--- src/rtl/pulse_generator_bank_pkg.sv ---
// Shared types for the multi-channel pulse/PWM generator.
// Mode and state enums plus a channel-select width helper.
package pulse_pkg;

   typedef enum logic {
      MODE_PERIODIC = 1'b0,
      MODE_ONESHOT  = 1'b1
   } pulse_mode_t;

   typedef enum logic {
      S_IDLE = 1'b0,
      S_RUN  = 1'b1
   } pulse_state_t;

   function automatic int unsigned ch_bits(input int unsigned ch);
      return (ch > 1) ? $clog2(ch) : 1;
   endfunction

endpackage

--- src/rtl/pulse_generator_bank_if.sv ---
// Config write port and pulse outputs of the generator bank.
// master drives stimulus/config, slave is the bank itself.
interface pulse_generator_bank_if
   import pulse_pkg::*;
#(
   parameter int N        = 8,
   parameter int CHANNELS = 4,
   parameter int CW       = ch_bits(CHANNELS)
) ();

   logic                ena;
   logic [CHANNELS-1:0] ch_en;
   logic [CHANNELS-1:0] trigger;
   logic                cfg_wr;
   logic [CW-1:0]       cfg_ch;
   logic [N-1:0]        cfg_period;
   logic [N-1:0]        cfg_width;
   logic                cfg_mode;
   logic [CHANNELS-1:0] out;
   logic [CHANNELS-1:0] wrap;
   logic [CHANNELS-1:0] busy;

   modport master (
      output ena, ch_en, trigger,
      output cfg_wr, cfg_ch,
      output cfg_period, cfg_width, cfg_mode,
      input  out, wrap, busy
   );

   modport slave (
      input  ena, ch_en, trigger,
      input  cfg_wr, cfg_ch,
      input  cfg_period, cfg_width, cfg_mode,
      output out, wrap, busy
   );

endinterface

--- src/rtl/pulse_generator_bank_channel.sv ---
// One pulse channel: shadow/active config, IDLE/RUN FSM,
// tick counter and output decode.
module pulse_channel
   import pulse_pkg::*;
#(
   parameter int N = 8
) (
   input  logic         clk_i,
   input  logic         rst_ni,
   input  logic         ena_i,
   input  logic         ch_en_i,
   input  logic         trig_i,
   input  logic         wr_i,
   input  logic [N-1:0] period_i,
   input  logic [N-1:0] width_i,
   input  pulse_mode_t  mode_i,
   output logic         out_o,
   output logic         wrap_o,
   output logic         busy_o
);

   typedef struct packed {
      logic [N-1:0] period;
      logic [N-1:0] width;
      pulse_mode_t  mode;
   } pulse_cfg_t;

   localparam pulse_cfg_t CFG_RST = '{
      period: '0,
      width:  '0,
      mode:   MODE_PERIODIC
   };

   pulse_cfg_t   sh_q;
   pulse_cfg_t   act_q;
   pulse_cfg_t   cfg_in;
   pulse_cfg_t   inc;
   pulse_state_t state_q;
   logic [N-1:0] cnt_q;
   logic         run;
   logic         last;
   logic         start;
   logic         stay;

   assign cfg_in = '{
      period: period_i,
      width:  width_i,
      mode:   mode_i
   };

   // A write landing on a load cycle bypasses the shadow.
   assign inc   = wr_i ? cfg_in : sh_q;
   assign run   = (state_q == S_RUN);
   assign last  = (cnt_q == act_q.period - N'(1));
   assign start = (inc.period != '0) &&
                  ((inc.mode == MODE_PERIODIC) || trig_i);
   assign stay  = (inc.period != '0) &&
                  (inc.mode == MODE_PERIODIC);

   assign out_o  = run && (cnt_q < act_q.width);
   assign wrap_o = run && ch_en_i && ena_i && last;
   assign busy_o = run;

   always_ff @(posedge clk_i or negedge rst_ni) begin
      if (!rst_ni) begin
         state_q <= S_IDLE;
         cnt_q   <= '0;
         sh_q    <= CFG_RST;
         act_q   <= CFG_RST;
      end else begin
         if (wr_i) sh_q <= cfg_in;
         unique case (state_q)
            S_IDLE: begin
               act_q <= inc;
               cnt_q <= '0;
               if (ch_en_i && start) state_q <= S_RUN;
            end
            S_RUN: begin
               if (!ch_en_i) begin
                  state_q <= S_IDLE;
                  cnt_q   <= '0;
               end else if (ena_i) begin
                  if (last) begin
                     cnt_q <= '0;
                     act_q <= inc;
                     if (!stay) state_q <= S_IDLE;
                  end else begin
                     cnt_q <= cnt_q + N'(1);
                  end
               end
            end
         endcase
      end
   end

endmodule

--- src/rtl/pulse_generator_bank.sv ---
// Bank of independent pulse/PWM channels sharing one
// config write port and a common advance tick.
module pulse_generator_bank
   import pulse_pkg::*;
#(
   parameter int N        = 8,
   parameter int CHANNELS = 4
) (
   input  logic                  clk,
   input  logic                  rst,
   pulse_generator_bank_if.slave bus
);

   localparam int CW = ch_bits(CHANNELS);

   logic [CHANNELS-1:0] wr_en;
   logic [CHANNELS-1:0] out_w;
   logic [CHANNELS-1:0] wrap_w;
   logic [CHANNELS-1:0] busy_w;

   // Out-of-range channel numbers match no channel.
   always_comb begin
      wr_en = '0;
      for (int i = 0; i < CHANNELS; i++) begin
         wr_en[i] = bus.cfg_wr && (bus.cfg_ch == CW'(i));
      end
   end

   for (genvar i = 0; i < CHANNELS; i++) begin : g_ch
      pulse_channel #(.N(N)) u_ch (
         .clk_i    (clk),
         .rst_ni   (rst),
         .ena_i    (bus.ena),
         .ch_en_i  (bus.ch_en[i]),
         .trig_i   (bus.trigger[i]),
         .wr_i     (wr_en[i]),
         .period_i (bus.cfg_period),
         .width_i  (bus.cfg_width),
         .mode_i   (pulse_mode_t'(bus.cfg_mode)),
         .out_o    (out_w[i]),
         .wrap_o   (wrap_w[i]),
         .busy_o   (busy_w[i])
      );
   end

   assign bus.out  = out_w;
   assign bus.wrap = wrap_w;
   assign bus.busy = busy_w;

endmodule
--- src/flat_wrapper.sv ---
// flat-port wrapper written by rule: the top's interface ports become plain ports
module pulse_generator_bank_flat import pulse_pkg::*;
#(
   parameter int N        = 8,
   parameter int CHANNELS = 4
)
  (clk, rst, bus_ena, bus_ch_en, bus_trigger, bus_cfg_wr, bus_cfg_ch, bus_cfg_period, bus_cfg_width, bus_cfg_mode, bus_out, bus_wrap, bus_busy);
  pulse_generator_bank_if #(.N(N), .CHANNELS(CHANNELS)) bus_i ();
  input  logic clk;
  input  logic rst;
  input wire logic [$bits(bus_i.ena)-1:0] bus_ena;
  input wire logic [$bits(bus_i.ch_en)-1:0] bus_ch_en;
  input wire logic [$bits(bus_i.trigger)-1:0] bus_trigger;
  input wire logic [$bits(bus_i.cfg_wr)-1:0] bus_cfg_wr;
  input wire logic [$bits(bus_i.cfg_ch)-1:0] bus_cfg_ch;
  input wire logic [$bits(bus_i.cfg_period)-1:0] bus_cfg_period;
  input wire logic [$bits(bus_i.cfg_width)-1:0] bus_cfg_width;
  input wire logic [$bits(bus_i.cfg_mode)-1:0] bus_cfg_mode;
  output wire logic [$bits(bus_i.out)-1:0] bus_out;
  output wire logic [$bits(bus_i.wrap)-1:0] bus_wrap;
  output wire logic [$bits(bus_i.busy)-1:0] bus_busy;
  assign bus_i.ena = bus_ena;
  assign bus_i.ch_en = bus_ch_en;
  assign bus_i.trigger = bus_trigger;
  assign bus_i.cfg_wr = bus_cfg_wr;
  assign bus_i.cfg_ch = bus_cfg_ch;
  assign bus_i.cfg_period = bus_cfg_period;
  assign bus_i.cfg_width = bus_cfg_width;
  assign bus_i.cfg_mode = bus_cfg_mode;
  assign bus_out = bus_i.out;
  assign bus_wrap = bus_i.wrap;
  assign bus_busy = bus_i.busy;
  pulse_generator_bank #(.N(N), .CHANNELS(CHANNELS)) u_core (.clk(clk), .rst(rst), .bus(bus_i));
endmodule
--- config.mk ---
export PLATFORM = sky130hd
export DESIGN_NAME = pulse_generator_bank_flat
export DESIGN_NICKNAME = d
export VERILOG_FILES = /design/src/rtl/pulse_generator_bank_pkg.sv /design/src/rtl/pulse_generator_bank_if.sv /design/src/rtl/pulse_generator_bank_channel.sv /design/src/rtl/pulse_generator_bank.sv /design/src/flat_wrapper.sv
export SDC_FILE = /design/constraint.sdc
export NUM_CORES = 1
export LEC_CHECK = 0
export ABC_AREA = 1
export CORE_MARGIN = 4
export CORE_UTILIZATION = 47
export CTS_CLUSTER_DIAMETER = 30
export DETAILED_ROUTE_END_ITERATION = 10
export SLEW_MARGIN = 20
export SYNTH_ARGS = -nofsm -noshare
export SYNTH_HDL_FRONTEND = slang
export SYNTH_HIERARCHICAL = 1
export SYNTH_SLANG_ARGS = --single-unit
--- constraint.sdc ---
create_clock -name clk -period 2.4 [get_ports clk]
set_clock_uncertainty 0.05 [all_clocks]
set_input_delay 0.36 -clock clk [delete_from_list [all_inputs] [get_ports clk]]
set_output_delay 0.36 -clock clk [all_outputs]
set_load 0.02 [all_outputs]
==> impl_metrics.yaml <==
layout:
  layout-drive-gt1-share_pct: 19.1
  area_delta_synth_final_pct: 19.6
  nFillCells: 1848
  register_area_um2: 4210
  final_nets: 1306
  layout.cells.most_common: "nand2_1"
  mostFrequentLayoutCells: "nand2_1 (305), dfrtp_1 (165), inv_1 (146), nand3_1 (104), o21ai_0 (72)"
  diodes: 0
  final_area_um2: 11200
  multiInputGateArea_um2: 4490
sta:
  final_period_minus_worst_setup_slack_ns: 2.37
  clock.fmax_ghz: 0.422
  unrepaired_setup_endpoints_after_global_routing: "yes"
  final_max_slew_viol_count: 0
  hold_viol: 0
  max_slew.worst_pin.slew_ns: 0.602
  tns_ns: 0
  holdWs_ns: 0.405
  final.period_utilization_pct: 98.8
  slew_headroom_pct: 59.5
  setup-violations-final: 0
routing:
  drt-total-wl_um: 21400
  routed_met1_length_um: 10500
  drt_pass1_iterations: 5
  drt-vias-per-instance: 4.85
  top_layer_used: "met4"
  routedWlPerCell_um: 14.1
  dr_wl_met3_um: 651
  first_iter_violations: 354
  wl_met2_um: 10000
  drt_drc_violations_left: 0
  route.antenna.remaining_nets: 0
  num_vias: 7363
clock_tree:
  clock_latency_ns: 0.43
  cts_htree_levels: 4
  cts_inserted_buffers: 17
  cts_tree: "yes"
  cts.clk_slew.worst_paths_ns: 0.07
  tritoncts_num_sinks: 168
  clock_tree.root_cell: "clkbuf_16"
  clk_path_buf_depth: 2
worst_hold_path:
  hold_path.class: "primary input to async pin"
global_route:
  grtUsageTotal_pct: 20.2
  grt_pass1_wl_um: 35800
  grt.overflow.total: 0
  grt_pass1_vias: 7142
  largest_net_degree_at_the_start_of_global_routing: 60
  antenna_violations_before_repair: 0
power_and_ir_drop:
  clkPwrFrac_pct: 30.2
  vdd_ir_drop_max_v: 0.000533
  p_per_area_nw_per_um2: 858
  leakage_uw: 0.00557
  sw_frac_of_total_pct: 34.9
  proportion_of_power_drawn_by_flip_flops_and_latches_pct: 39.7
  total_switching_power_uw: 3350
  power.combinational.fraction_pct: 30.2
  p_int_uw: 6260
  fin_total_pwr_uw: 9610
yosys:
  synth_edf_count: 0
  syn-instance-count: 1152
  post_synthesis_area_per_instance_um2: 8.13
  synth-seq-cells: 168
  ys_top_cells_by_area: "dfrtp_1 (45%), nand2_1 (12%), inv_1 (6.0%), nand3_1 (5.7%), ha_1 (4.8%)"
  synthDistinctLibCells: 33
  synth_top_area_share_pct: 44.9
  syn_area_um2: 9370
  synth_warnings: 6
  synth-async-reset-ratio_pct: 100
  synth-seq-area-share_pct: 44.9
  syn-num-nets: 1219
  yosysTopAreaCell: "dfrtp_1"
  synth_ff_type: "dfrtp_1"
place:
  place.gp.congestion: 0.855
  dp.final_hpwl_um: 15600
  placed_cell_area_um2: 10400
  io_buffer_count: 42
setup_path:
  worstSetupPathType: "flop to output port"
  end_kind: "output port"
  critical_path.max_fanout: 2
  critPathLaunchType: "flop"
  required_arrival_time_at_the_worst_endpoint_ns: 1.99
  worst-endpoint-arrival_ns: 1.96
floorplan:
  pin_count: 43
  core_area_um2: 19500
  start_util_pct: 48.0
  dieWidth_um: 149
  floorplan.die_area_um2: 22300
  die_span_in_y_um: 149
  placementRows: 51
flow_run:
  max_cap_violations: 0
run_status:
  run_status: "complete, no violations"
==> logic make-up after synthesis <==
logic type               Yosys count  synth area share [%]
flip-flops                       168                  44.9
buffers and inverters            202                  9.00
adder cells (fa/ha/maj)           36                  4.81
multiplexers                      32                  3.85
AND/OR/NAND/NOR                  556                  26.8
AO/OA/AOI/OAI                    114                  6.50
XOR/XNOR                          44                  4.11
==> metrics by stage <==
stage | utilization (%) | setup slack, ns | cells
global placement | 53.0 | -0.0409 | 1475
finish | 57.4 | 0.0296 | 1517
CTS | 56.6 | -0.0229 | 1511
global route | 57.4 | -0.104 | 1517
detailed placement | 53.0 | -0.0796 | 1475
floorplan | - | 0.184 | 1152
==> state kept, by name, indices dropped and copies added (netlist names) <==
| register | count |
|---|---|
| u_core/g_ch.u_ch/sh_q | 68 |
| u_core/g_ch.u_ch/cnt_q | 32 |
| u_core/g_ch.u_ch/act_q | 64 |
| u_core/g_ch.u_ch/busy_o | 4 |
==> metal layers <==
layer | up-vias | track usage [%]
met3 | 25 | 3.95
met5 | - | 0
met1 | 3453 | 28.2
li1 | 3798 | -
met4 | 0 | 5.08
met2 | 87 | 32.6
==> final timing paths <==
kind | from | to | slack [ns] | cells after the start
worst max register to register | u_core/g_ch[0].u_ch/act_q[10] | u_core/g_ch[0].u_ch/act_q[14] | 0.33 | 13
worst min-delay path | rst | u_core/g_ch[1].u_ch/act_q[5] | 0.40 | 2
max in group asynchronous | rst | u_core/g_ch[1].u_ch/act_q[12] | 1.15 | 3
min in group clk | u_core/g_ch[3].u_ch/sh_q[1] | u_core/g_ch[3].u_ch/sh_q[1] | 0.45 | 1
worst min register to register | u_core/g_ch[3].u_ch/sh_q[1] | u_core/g_ch[3].u_ch/sh_q[1] | 0.45 | 1
worst max-delay path | u_core/g_ch[3].u_ch/act_q[9] | bus_wrap[3] | 0.03 | 11
==> critical path, cell delays in order (launching register included) <==
cell	delay (ns)
dfrtp_1	0.39
buf_4	0.13
buf_4	0.12
buf_4	0.12
nand2_1	0.05
nand3_1	0.07
nor2_1	0.10
nand2_1	0.09
nor2_4	0.13
nand3_4	0.09
nor2_4	0.12
buf_6	0.12
==> synth_stat cells (4+ instances only) <==
| master | n |
|---|---|
| a211oi_1 | 4 |
| a21oi_1 | 19 |
| buf_1 | 4 |
| buf_2 | 22 |
| dfrtp_1 | 168 |
| ha_1 | 36 |
| inv_1 | 150 |
| inv_2 | 18 |
| mux2_2 | 32 |
| nand2_1 | 308 |
| nand2_2 | 40 |
| nand2_4 | 4 |
| nand3_1 | 106 |
| nand3_4 | 4 |
| nand3b_1 | 7 |
| nor2_1 | 70 |
| nor2_2 | 5 |
| nor2_4 | 6 |
| o2111ai_1 | 4 |
| o21ai_0 | 72 |
| o21ai_1 | 9 |
| xnor2_1 | 12 |
| xor2_1 | 32 |
==> area by class of cell <==
| class | instances | share of cell area [%] |
|---|---|---|
| inverter | 168 | 5.63 |
| clock buffer | 17 | 3.80 |
| timing repair buffer | 102 | 8.27 |
| multi-input combinational | 782 | 40.1 |
| clock inverter | 15 | 1.72 |
| sequential | 168 | 37.6 |
| tap | 265 | 2.96 |
==> power groups by stage <==
stage          logic [µW]  clock network (µW)  registers (µW)
3_5_place_dp         2700                   0            3850
5_1_grt              3340                3090            3890
3_3_place_gp         2660                   0            3840
2_1_floorplan        1980                   0            3780
6_report             2900                2900            3810
4_1_cts              2780                2960            3810
==> timing repair <==
action,CTS,global route
endpoints found under the setup margin,8,8
gates cloned,0,0
resized for setup,49,34
hold buffers,1,0
endpoints found under the hold margin,54,0
buffers inserted,3,6
pin swaps,4,26
Power figures use the tool's default switching activity.
